## src/rtl/cbus_rr_arbiter_pkg.sv

```systemverilog
// Shared types for the cbus round-robin arbiter: bus request/response
// structs, the arbiter FSM state encoding and an index wrap helper.
package cbus_rr_arbiter_pkg;

  typedef struct packed {
    logic        valid;
    logic        write;
    logic [31:0] addr;
    logic [31:0] wdata;
  } cbus_req_t;

  typedef struct packed {
    logic        ready;
    logic        last;
    logic [31:0] rdata;
  } cbus_resp_t;

  typedef enum logic {
    IDLE = 1'b0,
    BUSY = 1'b1
  } arb_state_t;

  // (base + off) modulo n, used for rotating priority and pointer advance
  function automatic int unsigned rr_wrap(input int unsigned base,
                                          input int unsigned off,
                                          input int unsigned n);
    return (base + off) % n;
  endfunction

endpackage

```

## src/rtl/cbus_rr_arbiter_rr_select.sv

```systemverilog
// rr_select: combinational rotating-base priority encoder. Returns the
// first set bit of valid searching upward from base, wrapping at NUM_INPUTS-1.
module rr_select
  import cbus_rr_arbiter_pkg::*;
#(
  parameter int NUM_INPUTS = 2,
  parameter int IDX_W      = 1
) (
  input  logic [NUM_INPUTS-1:0] valid,
  input  logic [IDX_W-1:0]      base,
  output logic                  any,
  output logic [IDX_W-1:0]      idx
);

  // Scan offsets from farthest to nearest so the nearest valid one wins
  always_comb begin
    any = 1'b0;
    idx = '0;
    for (int unsigned k = NUM_INPUTS; k > 0; k--) begin
      for (int unsigned i = 0; i < NUM_INPUTS; i++) begin
        if (valid[i] && (i == rr_wrap(32'(base), k - 1, NUM_INPUTS))) begin
          any = 1'b1;
          idx = IDX_W'(i);
        end
      end
    end
  end

endmodule

```

## src/rtl/cbus_rr_arbiter.sv

```systemverilog
// cbus_rr_arbiter: round-robin arbiter sharing one downstream cbus among
// NUM_INPUTS requesters. One transaction is outstanding at a time; the
// request is latched at grant and held until a ready+last response.
// Optional macro CBUS_ARB_BYPASS_EN adds a zero-latency grant path in IDLE.
module cbus_rr_arbiter
  import cbus_rr_arbiter_pkg::*;
#(
  parameter int NUM_INPUTS = 2,
  parameter int IDX_W      = (NUM_INPUTS > 1) ? $clog2(NUM_INPUTS) : 1
) (
  input  logic             clk,
  input  logic             reset,
  input  cbus_req_t        ireqs  [NUM_INPUTS],
  output cbus_resp_t       iresps [NUM_INPUTS],
  output cbus_req_t        oreq,
  input  cbus_resp_t       oresp,
  output logic             grant_valid,
  output logic [IDX_W-1:0] grant_idx
);

  arb_state_t              state;
  logic [IDX_W-1:0]        rr_ptr;
  logic [IDX_W-1:0]        lat_idx;
  cbus_req_t               lat_req;
  logic [NUM_INPUTS-1:0]   req_valid;
  logic                    sel_any;
  logic [IDX_W-1:0]        sel_idx;
  cbus_req_t               sel_req;
  logic                    done;

  function automatic logic [IDX_W-1:0] next_ptr(input logic [IDX_W-1:0] idx);
    return IDX_W'(rr_wrap(32'(idx), 1, NUM_INPUTS));
  endfunction

  assign done = oresp.ready & oresp.last;

  // Gather valid bits and mux out the currently selected request
  always_comb begin
    req_valid = '0;
    sel_req   = '0;
    for (int unsigned i = 0; i < NUM_INPUTS; i++) begin
      req_valid[i] = ireqs[i].valid;
      if (IDX_W'(i) == sel_idx) begin
        sel_req = ireqs[i];
      end
    end
  end

  rr_select #(
    .NUM_INPUTS(NUM_INPUTS),
    .IDX_W     (IDX_W)
  ) u_rr_select (
    .valid(req_valid),
    .base (rr_ptr),
    .any  (sel_any),
    .idx  (sel_idx)
  );

  // Arbiter FSM: grant in IDLE, hold the latched request until completion
  always_ff @(posedge clk) begin
    if (!reset) begin
      state   <= IDLE;
      rr_ptr  <= '0;
      lat_idx <= '0;
      lat_req <= '0;
    end else begin
      unique case (state)
        IDLE: begin
          if (sel_any) begin
`ifdef CBUS_ARB_BYPASS_EN
            // A transaction finished on the bypass path never enters BUSY
            if (done) begin
              rr_ptr <= next_ptr(sel_idx);
            end else begin
              state   <= BUSY;
              lat_req <= sel_req;
              lat_idx <= sel_idx;
            end
`else
            state   <= BUSY;
            lat_req <= sel_req;
            lat_idx <= sel_idx;
`endif
          end
        end
        BUSY: begin
          // Completion only returns to IDLE; re-arbitration waits a cycle.
          // lat_idx is cleared so it doubles as the idle grant_idx of 0.
          if (done) begin
            state   <= IDLE;
            rr_ptr  <= next_ptr(lat_idx);
            lat_idx <= '0;
            lat_req <= '0;
          end
        end
        default: state <= IDLE;
      endcase
    end
  end

  assign grant_valid = (state == BUSY);
  assign grant_idx   = lat_idx;

  // Downstream request and per-requester response routing
  always_comb begin
    oreq = '0;
    for (int unsigned i = 0; i < NUM_INPUTS; i++) begin
      iresps[i] = '0;
    end
    if (state == BUSY) begin
      oreq = lat_req;
      for (int unsigned i = 0; i < NUM_INPUTS; i++) begin
        if (IDX_W'(i) == lat_idx) begin
          iresps[i] = oresp;
        end
      end
    end
`ifdef CBUS_ARB_BYPASS_EN
    else if (sel_any) begin
      oreq = sel_req;
      for (int unsigned i = 0; i < NUM_INPUTS; i++) begin
        if (IDX_W'(i) == sel_idx) begin
          iresps[i] = oresp;
        end
      end
    end
`endif
  end

endmodule
```

## config.mk

```make
export PLATFORM = sky130hd
export DESIGN_NAME = cbus_rr_arbiter
export DESIGN_NICKNAME = d
export VERILOG_FILES = /design/src/rtl/cbus_rr_arbiter_pkg.sv /design/src/rtl/cbus_rr_arbiter_rr_select.sv /design/src/rtl/cbus_rr_arbiter.sv
export SDC_FILE = /design/constraint.sdc
export NUM_CORES = 1
export LEC_CHECK = 0
export ABC_CLOCK_PERIOD_IN_PS = 1700
export CAP_MARGIN = 20
export CORE_AREA = 8 8 116 118
export CTS_CLUSTER_DIAMETER = 100
export DETAILED_ROUTE_END_ITERATION = 7
export DIE_AREA = 0 0 124 126
export GPL_TIMING_DRIVEN = 0
export PLACE_DENSITY = 0.89
export SLEW_MARGIN = 30
export SYNTH_ARGS = -nofsm -noshare
export SYNTH_HDL_FRONTEND = slang
export SYNTH_HIERARCHICAL = 1
export SYNTH_SLANG_ARGS = --single-unit
```

## constraint.sdc

```tcl
create_clock -name clk -period 1.7 [get_ports clk]
set_input_delay 0.34 -clock clk [delete_from_list [all_inputs] [get_ports clk]]
set_output_delay 0.34 -clock clk [all_outputs]
set_load 0.01 [all_outputs]
```

# Word-level counts from Yosys, hierarchy flattened
# Cells that the tools add are included.
[word_totals] regBits=69
[op_classes] addsub=2 n_eq_ne=2 n_mux=21 bitwise_logic=2 reduce_logical=8
[ops] op="66-bit 2-to-1 mux" count=4
[ops] op="66-bit one-hot mux with 2 select lines" count=1
[ops] op="34-bit 2-to-1 mux" count=2
[ops] op="68-bit 2-to-1 mux" count=1
[ops] op="32-bit zero test" count=2
[ops] op="1-bit 2-to-1 mux" count=11
[ops] op="1-bit logical AND" count=4
[ops] op="1-bit one-hot mux with 2 select lines" count=2
[ops] op="2-bit AND reduction" count=2
[ops] op="1-bit adder, second input constant" count=2
[ops] op="2-bit by 1-bit inequality test with 1-bit output, second input constant" count=1
[ops] op="2-bit inequality test, second input constant" count=1
[ops] op="1-bit AND" count=1
[ops] op="1-bit NOT" count=1

# Longest topological paths before layout
# Gate-level depths: netlist of run 1.
[depth] word_depth=9 ltp_mapped=7

# Hierarchy
# The synthesis of run 1 kept the hierarchy.
[modules_own_cells] mod="cbus_rr_arbiter" instances=1 cells_per_inst=387 area_each_um2=3721.1 seq_area_each_um2=1381.3
[modules_own_cells] mod="rr_select" instances=1 cells_per_inst=3 area_each_um2=17.5 seq_area_each_um2=0.0

# Least setup slack after synthesis of run 1
# Ideal clock, no wire load.
[synth_path] kind="reg2out" startpoint="reg lat_idx (netlist: grant_idx)" endpoint="out iresps[37] (netlist bit)" arrival_time_ns=1.157 required_time_ns=1.360 path_slack_ns=0.203 stages_incl_launch_ff=5 path_cell_list="dfxtp_1 -> clkbuf_1 -> nor2b_1 -> clkbuf_1 -> and2_1"
[synth_rtl] element="from (decl)" line_no="cbus_rr_arbiter.sv:23" text="logic [IDX_W-1:0] lat_idx;"
[synth_rtl] element="from (signal assigned)" line_no="cbus_rr_arbiter.sv:82" text="lat_idx <= sel_idx;"
[synth_rtl] element="to (decl)" line_no="cbus_rr_arbiter.sv:14" text="output cbus_resp_t iresps [NUM_INPUTS],"

==> flow_summary.json, run 1 <==
{
  "grt_pass1_vias": 4783,
  "grt_max_degree": 12,
  "multi_input_area_um2": 2480,
  "final.setup_skew_ns": 0.00465,
  "leakage_nw": 3.61,
  "cp-end-kind": "output port",
  "final_antenna_net_count": 0,
  "worstHoldPathCells": 1,
  "synth_top_cells_by_count": "and2_1 (100), dfxtp_1 (69), mux2i_1 (66), o2bb2ai_1 (66), and3_1 (35)",
  "crit_family": "buffers and inverters",
  "path_max_fanout": 4,
  "yosysMostFrequentCell": "and2_1",
  "cp.arrival_ns": 1.54,
  "synth-async-reset-ratio_pct": 0,
  "num_rows": 40,
  "routed_via_density": 5.06,
  "crit_chain": "buf_8, nor2b_4, buf_4, buf_6, buf_6, and2_1, buf_2",
  "crit_required_ns": 1.36,
  "fin_cells": 897,
  "hold_viol": 0,
  "antenna_found_initial": 6,
  "powerDensity_nw_per_um2": 647,
  "total_power_w": 0.00531,
  "cts-root-buf": "clkbuf_16",
  "dieWidth_um": 124,
  "seq_area_frac_synth_pct": 36.9,
  "synth_nets": 558,
  "rsz0062_at_grt": "yes",
  "drtPass1Iterations": 4,
  "drt_wl_total_um": 20400,
  "status": "finished with violations",
  "utilization_pct": 70.1,
  "die_area_um2": 15600,
  "grt.total_usage_pct": 21.5,
  "maxSlewViolCount": 0,
  "crit_buf_inv": 5,
  "critical_path_class": "reg -> out",
  "crit_path_start_kind": "flip-flop",
  "port_buffers": 303,
  "clk_path_buf_depth": 2,
  "start_util_pct": 31.9,
  "yosysUniqueCellTypes": 21,
  "setup_viol": 97,
  "place_ws_ns": -0.752,
  "overflow": 0,
  "ir_worst_vdd_uv": 489,
  "syn_inst": 390,
  "timing.final.crit_share_pct": 111,
  "drive_gt1_share_pct": 42.6,
  "dr_total_vias": 4543,
  "drt_iter0_markers": 160,
  "max_freq_mhz": 531,
  "cts_hold_buf": 0,
  "wl_per_cell_um": 22.8,
  "htree_num_levels": 3,
  "n_fill_cell": 812,
  "fin_ws_ns": -0.184,
  "grt_pass1_wl_um": 26200,
  "synth_area_um2": 3740,
  "ys.flop_type": "dfxtp_1",
  "numCtsBuffers": 9,
  "yosys.area.top_type": "dfxtp_1",
  "clk_latency_ns": 0.32,
  "worst_r2r_path_depth": 6,
  "period_needed_ns": 1.88,
  "yosysWarnings": 6,
  "dp.cells": 840,
  "max_stage_delay_ns": 0.33,
  "post_synth.cell_area_avg_um2": 9.59,
  "cp_common_cell": "buf_6",
  "failed_checks": "negative setup slack",
  "coreArea_um2": 11700,
  "synth_edf_count": 0,
  "ios": 304,
  "fin_nets": 907,
  "drv_cap": 0,
  "clock-sinks": 69,
  "ys_ff_latch": 69,
  "syn_to_final_growth_pct": 119,
  "tritoncts": "done",
  "dp_hpwl_um": 14300,
  "gp_congestion": 0.902,
  "register_area_um2": 1390,
  "yosys-top-cells-area": "dfxtp_1 (37%), mux2i_1 (18%), and2_1 (17%), o2bb2ai_1 (15%), and3_1 (5.9%)",
  "hold_class": "reg -> reg",
  "die_y_um": 126,
  "cp_slowest_cell": "dfxtp_2",
  "relSlewSlack_pct": 68.7,
  "worstMarginPinSlew_ns": 0.469,
  "cp.depth": 7,
  "drc": 0,
  "path_clk_slew_ns": 0.05,
  "synth_top_area_share_pct": 36.9
}
## layout by cell type, fill, tap and decap left out, types with 5 or more instances in the layout
master / n
and2_4: 73
and3_1: 15
dfxtp_1: 67
o2bb2ai_1: 66
buf_2: 38
buf_4: 20
diode_2: 6
clkbuf_4: 5
buf_6: 107
and2_1: 27
clkbuf_16: 17
buf_8: 16
mux2i_1: 64
and3_4: 20
clkdlybuf4s50_1: 168
## report_power, final
group | internal [W] | leakage, nW | switching [W]
clock | 0.00106 | 0.138 | 0.000664
sequential | 0.00175 | 0.570 | 0.0000778
combinational | 0.00108 | 2.90 | 0.000676
## layout make-up
class | count | share of cell area [%]
diodes | 6 | 0.183
plain buffers | 38 | 5.25
well taps | 147 | 2.24
repair buffers | 340 | 41.7
inverters | 2 | 0.0915
multi-input cells | 279 | 30.2
clock buffers | 12 | 3.13
flip-flops and latches | 69 | 16.9
clock inverters | 4 | 0.274
## metal layers
layer	part of all wire (%)	GRT usage (%)
met4	4.5	10.4
met2	51	38.7
met3	8.3	6.48
met5	0	0
met1	36	21.8
## logic make-up (layout without fill, tap and decap cells)
kind of cell | Yosys count | count (layout) | synth area share, %
other cells | 0 | 6 | 0
compound gates | 69 | 69 | 16.1
mux | 66 | 66 | 17.7
simple gates | 144 | 144 | 24.0
buf+inv | 42 | 396 | 5.22
flops | 69 | 69 | 36.9
## stage by stage
step	area [µm²]	TNS, ns	hold slack (ns)
after floorplan	3740	0	0.424
after global placement	6960	-106.03	0.436
after detailed placement	6960	-111.34	0.439
after CTS	7240	-6.18	0.457
after global routing	8210	-11.34	0.470
final	8210	-7.05	0.455
## path summary, 6_finish.rpt
path	startpoint	end	slack, ns
worst max-delay path	grant_idx	iresps[67]	-0.18
worst min-delay path	lat_req[10]	lat_req[10]	0.45
worst max register to register	grant_valid	lat_req[14]	0.20
worst min register to register	lat_req[10]	lat_req[10]	0.45
## flip-flops by register name (all words and copies together), names as in the netlist
signal and count:
lat_req 66, rr_ptr 1, grant_idx 1, grant_valid 1
## timing repair
item | CTS | global route
cloned | 3 | 8
setup buffers | 23 | 6
gates resized for setup | 625 | 215
setup endpoints to repair | 201 | 157
pin swaps | 18 | 44
Note: power is estimated with default switching activity, not from simulation.
==> run 2, diff against run 1 <==
- SETUP_SLACK_MARGIN: not set -> 0.1
==> run 2 against run 1 <==
Critical path depth is 1 lower. Routed wire length is 4.3% lower. Clock skew hardly changed. The run still ends with negative setup slack left. First-iteration DRC count is 3.1% lower. Sequential cell count stayed put. Via count is 1.5% lower. Sequential power hardly changed. Sequential share of layout area is 0.18 points lower. Setup slack better by 0.12 ns. Non-clock buffer count is 1 higher. Core utilization is 0.75 points higher.
==> flow_summary.json, run 2 (synthesized netlist as in run 1, its figures left out) <==
{
  "drv_cap": 0,
  "period_needed_ns": 1.76,
  "dieWidth_um": 124,
  "powerDensity_nw_per_um2": 644,
  "status": "finished with violations",
  "path_clk_slew_ns": 0.05,
  "critical_path_class": "reg -> out",
  "syn_to_final_growth_pct": 122,
  "ios": 304,
  "dp_hpwl_um": 14300,
  "n_fill_cell": 805,
  "port_buffers": 303,
  "dr_total_vias": 4475,
  "relSlewSlack_pct": 68.5,
  "hold_slack_ns": 0.393,
  "ir_worst_vdd_uv": 501,
  "grt_max_degree": 12,
  "swShare_pct": 26.6,
  "cts_hold_buf": 0,
  "clk_path_buf_depth": 2,
  "grt_pass1_vias": 5003,
  "clk_latency_ns": 0.33,
  "final.setup_skew_ns": 0.00453,
  "failed_checks": "negative setup slack",
  "rsz0062_at_grt": "yes",
  "die_y_um": 126,
  "setup_viol": 45,
  "multi_input_area_um2": 2450,
  "final_common_cell": "clkdlybuf4s50_1",
  "grt_pass1_wl_um": 27500,
  "worstMarginPinSlew_ns": 0.472,
  "largest_register_ffs": 66,
  "drive_gt1_share_pct": 43.1,
  "seqPwrFrac_pct": 34.3,
  "die_area_um2": 15600,
  "drt_iter0_markers": 155,
  "intPower_w": 0.00392,
  "numCtsBuffers": 9,
  "fin_ws_ns": -0.0641,
  "num_rows": 40,
  "drc": 0,
  "hold_class": "in -> reg",
  "final_cell_mix": "clkdlybuf4s50_1 (162), buf_6 (114), and2_4 (84)",
  "crit_path_start_kind": "flip-flop",
  "crit_required_ns": 1.36,
  "final_antenna_net_count": 0,
  "path_max_fanout": 7,
  "leakage_nw": 3.67,
  "max_freq_mhz": 567,
  "start_util_pct": 31.9,
  "maxSlewViolCount": 0,
  "drtPass1Iterations": 4,
  "drt_wl_total_um": 19500,
  "timing.final.crit_share_pct": 104,
  "htree_num_levels": 3,
  "cts-root-buf": "clkbuf_16",
  "coreArea_um2": 11700,
  "grt.total_usage_pct": 22.5,
  "wl_per_cell_um": 21.7,
  "dp.cells": 840,
  "gp_congestion": 0.902,
  "hold_viol": 0,
  "register_area_um2": 1390,
  "largest-register": "lat_req",
  "routed_via_density": 4.98,
  "cp-end-kind": "output port",
  "power.switching_w": 0.00142,
  "tritoncts": "done",
  "overflow": 0,
  "clkPwrFrac_pct": 32.6,
  "fin_cells": 899,
  "antenna_found_initial": 7,
  "fin_nets": 908,
  "combPwrFrac_pct": 33.1,
  "clock-sinks": 69,
  "cp.arrival_ns": 1.42
}
[run 2: repair_timing]
| action | CTS | global route |
|---|---|---|
| cloned | 11 | 1 |
| resized for setup | 762 | 101 |
| setup endpoints to repair | 203 | 137 |
| setup buffers | 23 | 3 |
| pin swaps | 72 | 5 |
[run 2: path summary, 6_finish.rpt]
check              start          to  slack, ns  depth (start not counted)
min                reset   grant_idx       0.39                          2
max reg2reg  grant_valid   grant_idx       0.20                          7
max            grant_idx  iresps[37]      -0.06                          6
min reg2reg   lat_req[6]  lat_req[6]       0.45                          1
[run 2: critical path: stages (launching register included)]
cell	delay [ns]
dfxtp_2	0.33
buf_8	0.13
nor2b_4	0.16
buf_6	0.14
buf_8	0.10
and2_4	0.14
buf_6	0.10
[run 2: layout make-up]
type / instances / share of cell area, %
flip-flops and latches: 69 / 16.7
diodes: 7 / 0.211
multi-input cells: 279 / 29.6
clock buffers: 12 / 3.09
repair buffers: 340 / 42.1
plain buffers: 39 / 5.69
well taps: 147 / 2.22
clock inverters: 4 / 0.272
inverters: 2 / 0.0905
[run 2: metrics by stage]
| stage | utilization, % | setup slack (ns) | power [W] | TNS, ns | cell area [µm²] |
|---|---|---|---|---|---|
| after global placement | 59.4 | -0.755 | 0.00315 | -106.03 | 6960 |
| after global routing | 70.8 | -0.129 | 0.00557 | -5.26 | 8290 |
| final | 70.8 | -0.0641 | 0.00534 | -1.81 | 8290 |
| after floorplan | - | 0.203 | 0.00235 | 0 | 3740 |
| after CTS | 67.9 | -0.0967 | 0.00522 | -3.38 | 7950 |
| after detailed placement | 59.4 | -0.752 | 0.00319 | -111.34 | 6960 |
[run 2: metal layers]
metal | part of all wire (%) | GRT usage [%]
met5 | 0 | 0
met4 | 3.8 | 10.3
met3 | 8.9 | 6.57
met2 | 52 | 41.5
met1 | 35 | 22.4
[run 2: power by group through the flow]
stage          registers (W)  logic, W  clock network (W)
2_1_floorplan        0.00183  0.000526                  0
3_3_place_gp         0.00184   0.00130                  0
5_1_grt              0.00185   0.00186            0.00186
4_1_cts              0.00183   0.00163            0.00176
6_report             0.00183   0.00177            0.00174
3_5_place_dp         0.00185   0.00134                  0
==> run 3, diff against run 2 <==
- CELL_PAD_IN_SITES_DETAIL_PLACEMENT: not set -> 2
- CELL_PAD_IN_SITES_GLOBAL_PLACEMENT: not set -> 2
- CORE_AREA: 8 8 116 118 -> 2 2 152 154
- DIE_AREA: 0 0 124 126 -> 0 0 154 156
==> run 3 against run 2 <==
Setup slack got worse by 0.12 ns. Total power is 11% higher. Clock power rose by 7%. Critical path depth stayed put. Sequential share of layout area fell by 2.2 points. The run still ends with negative setup slack left. Largest cell class unchanged.
==> flow_summary.json, run 3 (synthesized netlist as in run 1, its figures left out) <==
{
  "status": "finished with violations",
  "failed_checks": "negative setup slack",
  "fin_ws_ns": -0.180,
  "grt.total_usage_pct": 17.4,
  "r2r_end": "lat_req[52]",
  "register_area_um2": 1390,
  "relSlewSlack_pct": 69.4,
  "drv_cap": 0,
  "crit_path_start_kind": "flip-flop",
  "worst_hold_path.endpoint": "lat_req[65]",
  "htree_num_levels": 3,
  "rr_startpoint": "grant_valid",
  "total_power_w": 0.00593,
  "die_area_um2": 24000,
  "antenna_found_initial": 0,
  "cp.arrival_ns": 1.54,
  "gp_congestion": 0.722,
  "path_max_fanout": 6,
  "port_buffers": 303,
  "numCtsBuffers": 9,
  "final_common_cell": "clkdlybuf4s50_1",
  "place_area_um2": 7130,
  "overflow": 0,
  "final.setup_skew_ns": 0.00965,
  "worstMarginPinSlew_ns": 0.459,
  "drive_gt1_share_pct": 54.6,
  "final_cell_mix": "clkdlybuf4s50_1 (164), buf_6 (130), and2_4 (97)",
  "grt_pass1_vias": 5162,
  "grt_max_degree": 12,
  "clock-sinks": 69,
  "clk_latency_ns": 0.34,
  "max_freq_mhz": 532,
  "path_clk_slew_ns": 0.06,
  "grt_use_met3_pct": 4.19,
  "maxSlewViolCount": 0,
  "cp-end-kind": "output port",
  "num_rows": 55,
  "grt_pass1_wl_um": 31500,
  "wl_per_cell_um": 22.2,
  "critical_path_class": "reg -> out",
  "tritoncts": "done",
  "largest-register": "lat_req",
  "ios": 304,
  "powerDensity_nw_per_um2": 621,
  "ir_worst_vdd_uv": 438,
  "rsz0062_at_grt": "yes",
  "timing.final.crit_share_pct": 111,
  "busiest_layer": "met2",
  "cts-root-buf": "clkbuf_16",
  "worst_r2r_path_depth": 8,
  "r2r_slack_ns": 0.04,
  "utilization_pct": 42.7,
  "setup_viol": 107,
  "drt_wl_total_um": 23400,
  "drc": 0,
  "drt_iter0_markers": 93,
  "dp_hpwl_um": 15100,
  "fin_setup_tns_ns": -8.78,
  "dr_total_vias": 4635,
  "period_needed_ns": 1.88,
  "drtPass1Iterations": 4,
  "hold_viol": 0,
  "coreArea_um2": 22400,
  "design_area_um2": 9540,
  "die_y_um": 156,
  "routed_via_density": 4.40,
  "n_fill_cell": 2273,
  "syn_to_final_growth_pct": 155,
  "clk_path_buf_depth": 2,
  "multi_input_area_um2": 3010,
  "fin_nets": 931,
  "dieWidth_um": 154,
  "leakage_nw": 4.09,
  "hp-start": "ireqs[65]",
  "worstHoldPathCells": 3,
  "met2_usage_pct": 34.0,
  "largest_register_ffs": 66,
  "use_met1_pct": 18.1,
  "start_util_pct": 16.7,
  "hold_class": "in -> reg",
  "final_antenna_net_count": 0,
  "crit_required_ns": 1.36
}
==> run 3: cell count changes in the layout (fill, tap and decap cells not counted), sizes merged <==
cell,delta
buf,+24
bufinv,+1
clkbuf,+1
clkdlybuf4s15,-2
clkdlybuf4s50,+2
diode,-6
dlygate4sd2,-4
==> run 3: timing repair <==
action,4_1_cts,5_1_grt
cloned,14,5
setup buffers,34,10
gates resized for setup,821,179
endpoints found under the setup margin,204,201
hold buffers,0,0
hold endpoints to repair,0,0
pin swaps,51,23
==> run 3: worst max-delay path by stage <==
| stage | from | to | slack [ns] |
|---|---|---|---|
| after CTS | grant_idx | iresps[37] | -0.23 |
| after floorplan | grant_idx | iresps[37] | 0.20 |
| after global placement | grant_valid | oreq[44] | -0.93 |
| final | grant_valid | iresps[46] | -0.18 |
| after global routing | grant_idx | iresps[37] | -0.25 |
| after detailed placement | grant_valid | oreq[44] | -0.99 |
==> run 3: cell type report <==
cell class | count | area share, %
repair buffers | 363 | 40.8
multi-input cells | 279 | 31.5
flip-flops and latches | 69 | 14.6
plain buffers | 39 | 6.35
well taps | 285 | 3.74
clock buffers | 10 | 2.40
clock inverters | 5 | 0.551
inverters | 2 | 0.0787
diodes | 1 | 0.0262
==> run 3: stage by stage <==
| stage | std cells | hold slack, ns | worst slack (ns) |
|---|---|---|---|
| after detailed placement | 978 | 0.440 | -0.994 |
| after global placement | 978 | 0.435 | -0.933 |
| after CTS | 1040 | 0.460 | -0.231 |
| final | 1053 | 0.413 | -0.180 |
| after global routing | 1052 | 0.444 | -0.249 |
| after floorplan | 390 | 0.424 | 0.203 |
==> run 3: where the power goes <==
| part | switching, W | internal, W | leakage [nW] |
|---|---|---|---|
| Sequential | 0.000117 | 0.00175 | 0.570 |
| Combinational | 0.000842 | 0.00135 | 3.38 |
| Clock | 0.000747 | 0.00112 | 0.138 |
==> run 3: worst max-delay path: stages (launching register included) <==
cell and delay [ns]:
dfxtp_4 0.42, nor2b_4 0.24, buf_8 0.13, buf_6 0.10, buf_6 0.09, and2_4 0.13, buf_6 0.10
==> run 3: metal layers <==
metal | vias up | share of wire [%] | routed length [µm]
met2 | 190 | 56 | 13100
met3 | 27 | 5.7 | 1320
met4 | 0 | 1.8 | 421
met5 | - | 0 | 0
met1 | 2283 | 37 | 8560
li1 | 2135 | - | -
